**src/rtl/wb_bringup_master_if.sv**
```systemverilog
// Command, response and Wishbone initiator signals of wb_bringup_master.
// master: the initiator's view; slave: the view of the harness/responder around it.
interface wb_bringup_master_if;
  logic        cmd_valid;
  logic        cmd_ready;
  logic        cmd_we;
  logic [31:0] cmd_adr;
  logic [31:0] cmd_dat;
  logic [3:0]  cmd_sel;

  logic        rsp_valid;
  logic        rsp_ready;
  logic [31:0] rsp_dat;
  logic        rsp_err;

  logic        wbm_cyc_o;
  logic        wbm_stb_o;
  logic        wbm_we_o;
  logic [3:0]  wbm_sel_o;
  logic [31:0] wbm_adr_o;
  logic [31:0] wbm_dat_o;
  logic [31:0] wbm_dat_i;
  logic        wbm_ack_i;

  modport master (
    input  cmd_valid, cmd_we, cmd_adr, cmd_dat, cmd_sel, rsp_ready, wbm_dat_i, wbm_ack_i,
    output cmd_ready, rsp_valid, rsp_dat, rsp_err,
           wbm_cyc_o, wbm_stb_o, wbm_we_o, wbm_sel_o, wbm_adr_o, wbm_dat_o
  );

  modport slave (
    output cmd_valid, cmd_we, cmd_adr, cmd_dat, cmd_sel, rsp_ready, wbm_dat_i, wbm_ack_i,
    input  cmd_ready, rsp_valid, rsp_dat, rsp_err,
           wbm_cyc_o, wbm_stb_o, wbm_we_o, wbm_sel_o, wbm_adr_o, wbm_dat_o
  );
endinterface

```
**src/rtl/wb_bringup_master.sv**
```systemverilog
// Single-beat Wishbone classic initiator for bring-up harnesses; all outputs registered.
// Optional ack watchdog enabled by defining WB_BRINGUP_MASTER_TIMEOUT_EN.
//
// state | meaning
// IDLE  | waiting for a command (cmd_ready high from the second IDLE cycle)
// BUS   | cyc/stb asserted, waiting for wbm_ack_i (or watchdog expiry)
// RESP  | response presented, waiting for rsp_ready
module wb_bringup_master #(
  parameter int unsigned TIMEOUT_CYCLES = 256,
  parameter int unsigned CNT_W          = 16
) (
  input  logic                wb_clk_i,
  input  logic                wb_rst_i,
  wb_bringup_master_if.master bus,
  output logic                busy,
  output logic [CNT_W-1:0]    txn_count
);

  typedef enum logic [1:0] {IDLE = 2'd0, BUS = 2'd1, RESP = 2'd2} state_t;

  state_t             state, state_d;
  logic               cmd_ready_q, cmd_ready_d;
  logic               cyc_q, cyc_d;
  logic               we_q, we_d;
  logic [3:0]         sel_q, sel_d;
  logic [31:0]        adr_q, adr_d;
  logic [31:0]        dat_q, dat_d;
  logic [31:0]        rsp_dat_q, rsp_dat_d;
  logic               rsp_valid_q, rsp_valid_d;
  logic [CNT_W-1:0]   cnt_q, cnt_d;

`ifdef WB_BRINGUP_MASTER_TIMEOUT_EN
  localparam int unsigned WDOG_W = (TIMEOUT_CYCLES > 1) ? $clog2(TIMEOUT_CYCLES) : 1;
  logic [WDOG_W-1:0]  wdog_q, wdog_d;
  logic               rsp_err_q, rsp_err_d;
`endif

  always_comb begin
    state_d     = state;
    cmd_ready_d = 1'b0;
    cyc_d       = cyc_q;
    we_d        = we_q;
    sel_d       = sel_q;
    adr_d       = adr_q;
    dat_d       = dat_q;
    rsp_dat_d   = rsp_dat_q;
    rsp_valid_d = rsp_valid_q;
    cnt_d       = cnt_q;
`ifdef WB_BRINGUP_MASTER_TIMEOUT_EN
    wdog_d      = wdog_q;
    rsp_err_d   = rsp_err_q;
`endif
    case (state)
      IDLE: begin
        // cmd_ready is registered, so it rises one cycle after IDLE is entered
        cmd_ready_d = 1'b1;
        if (bus.cmd_valid && cmd_ready_q) begin
          state_d     = BUS;
          cmd_ready_d = 1'b0;
          cyc_d       = 1'b1;
          we_d        = bus.cmd_we;
          sel_d       = bus.cmd_sel;
          adr_d       = bus.cmd_adr;
          dat_d       = bus.cmd_dat;
`ifdef WB_BRINGUP_MASTER_TIMEOUT_EN
          wdog_d      = '0;
`endif
        end
      end
      BUS: begin
        if (bus.wbm_ack_i) begin
          state_d     = RESP;
          cyc_d       = 1'b0;
          rsp_dat_d   = we_q ? 32'h0 : bus.wbm_dat_i;
          rsp_valid_d = 1'b1;
`ifdef WB_BRINGUP_MASTER_TIMEOUT_EN
          rsp_err_d   = 1'b0;
        end else if (wdog_q == WDOG_W'(TIMEOUT_CYCLES - 1)) begin
          state_d     = RESP;
          cyc_d       = 1'b0;
          rsp_dat_d   = 32'hDEAD_BEEF;
          rsp_valid_d = 1'b1;
          rsp_err_d   = 1'b1;
        end else begin
          wdog_d      = wdog_q + 1'b1;
`endif
        end
      end
      RESP: begin
        if (bus.rsp_ready) begin
          state_d     = IDLE;
          rsp_valid_d = 1'b0;
          cnt_d       = cnt_q + 1'b1;
        end
      end
      default: state_d = IDLE;
    endcase
  end

  always_ff @(posedge wb_clk_i or posedge wb_rst_i) begin
    if (wb_rst_i) begin
      state       <= IDLE;
      cmd_ready_q <= 1'b0;
      cyc_q       <= 1'b0;
      we_q        <= 1'b0;
      sel_q       <= 4'h0;
      adr_q       <= 32'h0;
      dat_q       <= 32'h0;
      rsp_dat_q   <= 32'h0;
      rsp_valid_q <= 1'b0;
      cnt_q       <= '0;
`ifdef WB_BRINGUP_MASTER_TIMEOUT_EN
      wdog_q      <= '0;
      rsp_err_q   <= 1'b0;
`endif
    end else begin
      state       <= state_d;
      cmd_ready_q <= cmd_ready_d;
      cyc_q       <= cyc_d;
      we_q        <= we_d;
      sel_q       <= sel_d;
      adr_q       <= adr_d;
      dat_q       <= dat_d;
      rsp_dat_q   <= rsp_dat_d;
      rsp_valid_q <= rsp_valid_d;
      cnt_q       <= cnt_d;
`ifdef WB_BRINGUP_MASTER_TIMEOUT_EN
      wdog_q      <= wdog_d;
      rsp_err_q   <= rsp_err_d;
`endif
    end
  end

  assign bus.cmd_ready = cmd_ready_q;
  assign bus.wbm_cyc_o = cyc_q;
  assign bus.wbm_stb_o = cyc_q;
  assign bus.wbm_we_o  = we_q;
  assign bus.wbm_sel_o = sel_q;
  assign bus.wbm_adr_o = adr_q;
  assign bus.wbm_dat_o = dat_q;
  assign bus.rsp_valid = rsp_valid_q;
  assign bus.rsp_dat   = rsp_dat_q;
`ifdef WB_BRINGUP_MASTER_TIMEOUT_EN
  assign bus.rsp_err   = rsp_err_q;
`else
  assign bus.rsp_err   = 1'b0;
`endif
  assign busy          = (state != IDLE);
  assign txn_count     = cnt_q;

endmodule

```
**src/flat_wrapper.sv**
```systemverilog
// flat-port wrapper written by rule: the top's interface ports become plain ports
module wb_bringup_master_flat 
#(
  parameter int unsigned TIMEOUT_CYCLES = 256,
  parameter int unsigned CNT_W          = 16
)
  (wb_clk_i, wb_rst_i, busy, txn_count, bus_cmd_valid, bus_cmd_we, bus_cmd_adr, bus_cmd_dat, bus_cmd_sel, bus_rsp_ready, bus_wbm_dat_i, bus_wbm_ack_i, bus_cmd_ready, bus_rsp_valid, bus_rsp_dat, bus_rsp_err, bus_wbm_cyc_o, bus_wbm_stb_o, bus_wbm_we_o, bus_wbm_sel_o, bus_wbm_adr_o, bus_wbm_dat_o);
  wb_bringup_master_if bus_i ();
  input  logic wb_clk_i;
  input  logic wb_rst_i;
  output logic busy;
  output logic [CNT_W-1:0] txn_count;
  input wire logic [$bits(bus_i.cmd_valid)-1:0] bus_cmd_valid;
  input wire logic [$bits(bus_i.cmd_we)-1:0] bus_cmd_we;
  input wire logic [$bits(bus_i.cmd_adr)-1:0] bus_cmd_adr;
  input wire logic [$bits(bus_i.cmd_dat)-1:0] bus_cmd_dat;
  input wire logic [$bits(bus_i.cmd_sel)-1:0] bus_cmd_sel;
  input wire logic [$bits(bus_i.rsp_ready)-1:0] bus_rsp_ready;
  input wire logic [$bits(bus_i.wbm_dat_i)-1:0] bus_wbm_dat_i;
  input wire logic [$bits(bus_i.wbm_ack_i)-1:0] bus_wbm_ack_i;
  output wire logic [$bits(bus_i.cmd_ready)-1:0] bus_cmd_ready;
  output wire logic [$bits(bus_i.rsp_valid)-1:0] bus_rsp_valid;
  output wire logic [$bits(bus_i.rsp_dat)-1:0] bus_rsp_dat;
  output wire logic [$bits(bus_i.rsp_err)-1:0] bus_rsp_err;
  output wire logic [$bits(bus_i.wbm_cyc_o)-1:0] bus_wbm_cyc_o;
  output wire logic [$bits(bus_i.wbm_stb_o)-1:0] bus_wbm_stb_o;
  output wire logic [$bits(bus_i.wbm_we_o)-1:0] bus_wbm_we_o;
  output wire logic [$bits(bus_i.wbm_sel_o)-1:0] bus_wbm_sel_o;
  output wire logic [$bits(bus_i.wbm_adr_o)-1:0] bus_wbm_adr_o;
  output wire logic [$bits(bus_i.wbm_dat_o)-1:0] bus_wbm_dat_o;
  assign bus_i.cmd_valid = bus_cmd_valid;
  assign bus_i.cmd_we = bus_cmd_we;
  assign bus_i.cmd_adr = bus_cmd_adr;
  assign bus_i.cmd_dat = bus_cmd_dat;
  assign bus_i.cmd_sel = bus_cmd_sel;
  assign bus_i.rsp_ready = bus_rsp_ready;
  assign bus_i.wbm_dat_i = bus_wbm_dat_i;
  assign bus_i.wbm_ack_i = bus_wbm_ack_i;
  assign bus_cmd_ready = bus_i.cmd_ready;
  assign bus_rsp_valid = bus_i.rsp_valid;
  assign bus_rsp_dat = bus_i.rsp_dat;
  assign bus_rsp_err = bus_i.rsp_err;
  assign bus_wbm_cyc_o = bus_i.wbm_cyc_o;
  assign bus_wbm_stb_o = bus_i.wbm_stb_o;
  assign bus_wbm_we_o = bus_i.wbm_we_o;
  assign bus_wbm_sel_o = bus_i.wbm_sel_o;
  assign bus_wbm_adr_o = bus_i.wbm_adr_o;
  assign bus_wbm_dat_o = bus_i.wbm_dat_o;
  wb_bringup_master #(.TIMEOUT_CYCLES(TIMEOUT_CYCLES), .CNT_W(CNT_W)) u_core (.wb_clk_i(wb_clk_i), .wb_rst_i(wb_rst_i), .bus(bus_i), .busy(busy), .txn_count(txn_count));
endmodule
```
**config.mk**
```make
export PLATFORM = sky130hd
export DESIGN_NAME = wb_bringup_master_flat
export DESIGN_NICKNAME = d
export VERILOG_FILES = /design/src/rtl/wb_bringup_master_if.sv /design/src/rtl/wb_bringup_master.sv /design/src/flat_wrapper.sv
export SDC_FILE = /design/constraint.sdc
export NUM_CORES = 1
export LEC_CHECK = 0
export BUFFER_PORTS_ARGS = -buffer_cell sky130_fd_sc_hd__buf_2
export CAP_MARGIN = 40
export CORE_ASPECT_RATIO = 2
export CORE_UTILIZATION = 45
export DETAILED_ROUTE_END_ITERATION = 6
export GPL_TIMING_DRIVEN = 0
export PLACE_DENSITY = 0.84
export SLEW_MARGIN = 30
export SYNTH_ARGS = -nofsm -noshare
export SYNTH_HDL_FRONTEND = slang
export SYNTH_SLANG_ARGS = --single-unit
```
**constraint.sdc**
```tcl
create_clock -name wb_clk_i -period 11.41 [get_ports wb_clk_i]
set_input_delay 1.7115 -clock wb_clk_i [delete_from_list [all_inputs] [get_ports wb_clk_i]]
set_output_delay 1.7115 -clock wb_clk_i [all_outputs]
set_load 0.05 [all_outputs]
```
==> results.py <==
metrics = {
    "clock_network": {
        "cts_tree": "done",
        "clockBufferDepth": 2,
        "post_cts_resized": 0,
        "clk_pin_slew_ns": 0.05,
        "htree_levels": 4,
        "clock_latency_ns": 0.40,
        "cts_setup_buffers": 0,
        "cts_made_buffers": 17,
        "ctsHoldBuffers": 0,
        "root_buffer": "clkbuf_16",
        "clkSinkCount": 122,
    },
    "finish": {
        "drive_gt1_frac": 0.548,
        "final_nets": 718,
        "mostFrequentLayoutCells": "buf_2 (231), dfrtp_1 (122), mux2_2 (65), nand2_1 (41)",
        "fin_util": 0.652,
        "seq_area_sq_um": 3050,
        "area_growth_pct": 40.6,
        "multi_input_area_sq_um": 1660,
        "nFillCells": 835,
        "mostFrequentLayoutCell": "buf_2",
    },
    "global_route": {
        "grt_max_degree": 67,
        "overflow": 0,
        "grt_pass1_vias": 4106,
        "grt_pass1_wl_microns": 18300,
        "track_usage": 0.218,
        "grt_antenna_before_repair": 1,
    },
    "routing": {
        "routedWlPerCell_microns": 15.2,
        "viasPerCell": 4.90,
        "drcViolationCount": 0,
        "via_count": 3731,
        "routed_wl_microns": 11600,
        "ant_nets": 0,
        "first_pass_iters": 4,
        "drt_iter0_markers": 68,
    },
    "status": {
        "status": "completed",
    },
    "setup_path": {
        "reg2reg_setup_slack_ns": 9.76,
        "worstPathCellList": "or2_4, buf_2",
        "critPathLaunchType": "flip-flop",
        "r2r_end": "u_core.bus.wbm_sel_o[3]",
        "rr_worst_depth": 4,
        "required_ns": 9.70,
        "critPathKind": "reg -> out",
        "arrival_ns": 1.37,
        "crit_buf_inv": 1,
        "critPathCaptureType": "output port",
        "timing.rr.start": "u_core.state[1]",
        "slowest_delay_ns": 0.44,
        "critPathMaxFanout": 7,
        "slowest_stage": "dfrtp_1",
        "crit_family": "flip-flops",
    },
    "die": {
        "ios": 229,
        "fp.dieH_microns": 149,
        "die_w_microns": 75.5,
        "core_sq_um": 10500,
        "start_util": 0.464,
        "row_count": 53,
        "die-area_sq_um": 11200,
    },
    "place": {
        "post-dp-hpwl_microns": 8930,
        "dp_slack_ns": 8.51,
        "gp_congestion": 0.848,
        "port_buffers": 227,
    },
    "flow_run": {
        "drv_cap": 0,
    },
    "synthesis": {
        "syn-instance-count": 364,
        "ys_seq_elements": 122,
        "yosysSeqAreaShare": 0.628,
        "netlist_area_sq_um": 4860,
        "yosysUniqueCellTypes": 29,
        "synth_nets": 471,
        "syn_area_per_cell_sq_um": 13.3,
        "yosysWarningCount": 0,
    },
    "worst_hold_path": {
        "hp-class": "reg -> reg",
        "worstHoldStart": "u_core.bus.rsp_dat[26]",
        "min_to": "u_core.bus.rsp_dat[26]",
        "holdPathStages": 2,
    },
    "timing": {
        "clock_skew_ns": 0.00779,
        "setup_slack_ns": 8.32,
        "setup_tns_ns": 0,
        "setup_viol": 0,
        "rsz0062_at_grt": "false",
        "clock.fmax_ghz": 0.324,
        "period_share": 0.271,
        "hold_violations": 0,
        "slew_violations": 0,
        "fin_crit_ns": 3.09,
    },
}
==> area by class of cell <==
cell class / count / share of cell area
Inverter: 2 / 0.00220
Antenna cell: 1 / 0.000366
Clock buffer: 21 / 0.0674
Clock inverter: 11 / 0.0247
Multi-Input combinational cell: 221 / 0.243
Buffer: 19 / 0.0200
Timing Repair Buffer: 228 / 0.170
Sequential cell: 122 / 0.447
Tap cell: 137 / 0.0251
==> stage by stage <==
step	instances	hold slack, ns	cell area, sq um
5_1_grt	762	0.495	6830
4_1_cts	761	0.477	6830
3_3_place_gp	728	0.450	6170
2_1_floorplan	364	0.491	4860
3_5_place_dp	729	0.457	6200
6_report	762	0.478	6830
==> state kept, by name (all words and copies together) (netlist names), 2 cells and up <==
name,cells
u_core.bus.rsp_dat,32
u_core.bus.wbm_adr_o,32
u_core.bus.wbm_dat_o,32
u_core.txn_count,16
u_core.bus.wbm_sel_o,4
u_core.state,2
==> per-layer routing <==
metal | up-vias | GRT usage | routed length, microns
met1 | 1813 | 0.198 | 3950
met5 | - | 0 | 0
met2 | 159 | 0.408 | 6600
met4 | 0 | 0.139 | 468
li1 | 1723 | - | -
met3 | 36 | 0.0453 | 543
==> Yosys cell counts, drive strengths merged <==
library cell	instances	area share
xnor2	12	0.022
nand4b	2	0.0036
ha	1	0.0026
inv	2	0.0015
or2	1	0.0018
a21o	1	0.0015
xor2	3	0.0054
nand4	5	0.0077
nand3b	2	0.0031
buf	14	0.024
mux2	71	0.16
nand2b	33	0.042
a21oi	1	0.0010
conb	1	0.00077
nor4	1	0.0044
o21ai	33	0.034
nor2	7	0.0088
clkbuf	5	0.0039
and3	1	0.0015
nand3	4	0.0041
and2	1	0.0013
nand2	41	0.032
dfrtp	122	0.63
==> tightest hold or removal path: stages (launching register included) <==
cell and delay (ns):
dfrtp_1 0.33, nand2_1 0.05, o21ai_0 0.06
==> worst max-delay path by stage <==
stage	from	endpoint	slack [ns]	depth (start not counted)
detailed placement	bus_cmd_valid	u_core.bus.wbm_sel_o[3]	8.51	5
finish	u_core.state[1]	busy	8.32	2
global route	u_core.state[1]	busy	8.28	2
floorplan	wb_rst_i	u_core.bus.cmd_ready	6.46	1
global placement	wb_rst_i	u_core.bus.wbm_dat_o[11]	5.38	2
CTS	u_core.state[1]	busy	8.30	2
==> logic make-up (layout without fill, tap and decap cells) <==
logic type / Yosys count / in the layout / synth area share
other cells: 1 / 2 / 0.000772
compound gates: 35 / 35 / 0.0366
flops: 122 / 122 / 0.628
simple gates: 98 / 98 / 0.110
fa+ha+maj: 1 / 1 / 0.00257
buf+inv: 21 / 281 / 0.0296
mux: 71 / 71 / 0.165
xor+xnor: 15 / 15 / 0.0270
Power is left out: the tool's default activity adds up to more than one toggle a clock period on the data nets, which glitch-free logic cannot reach.
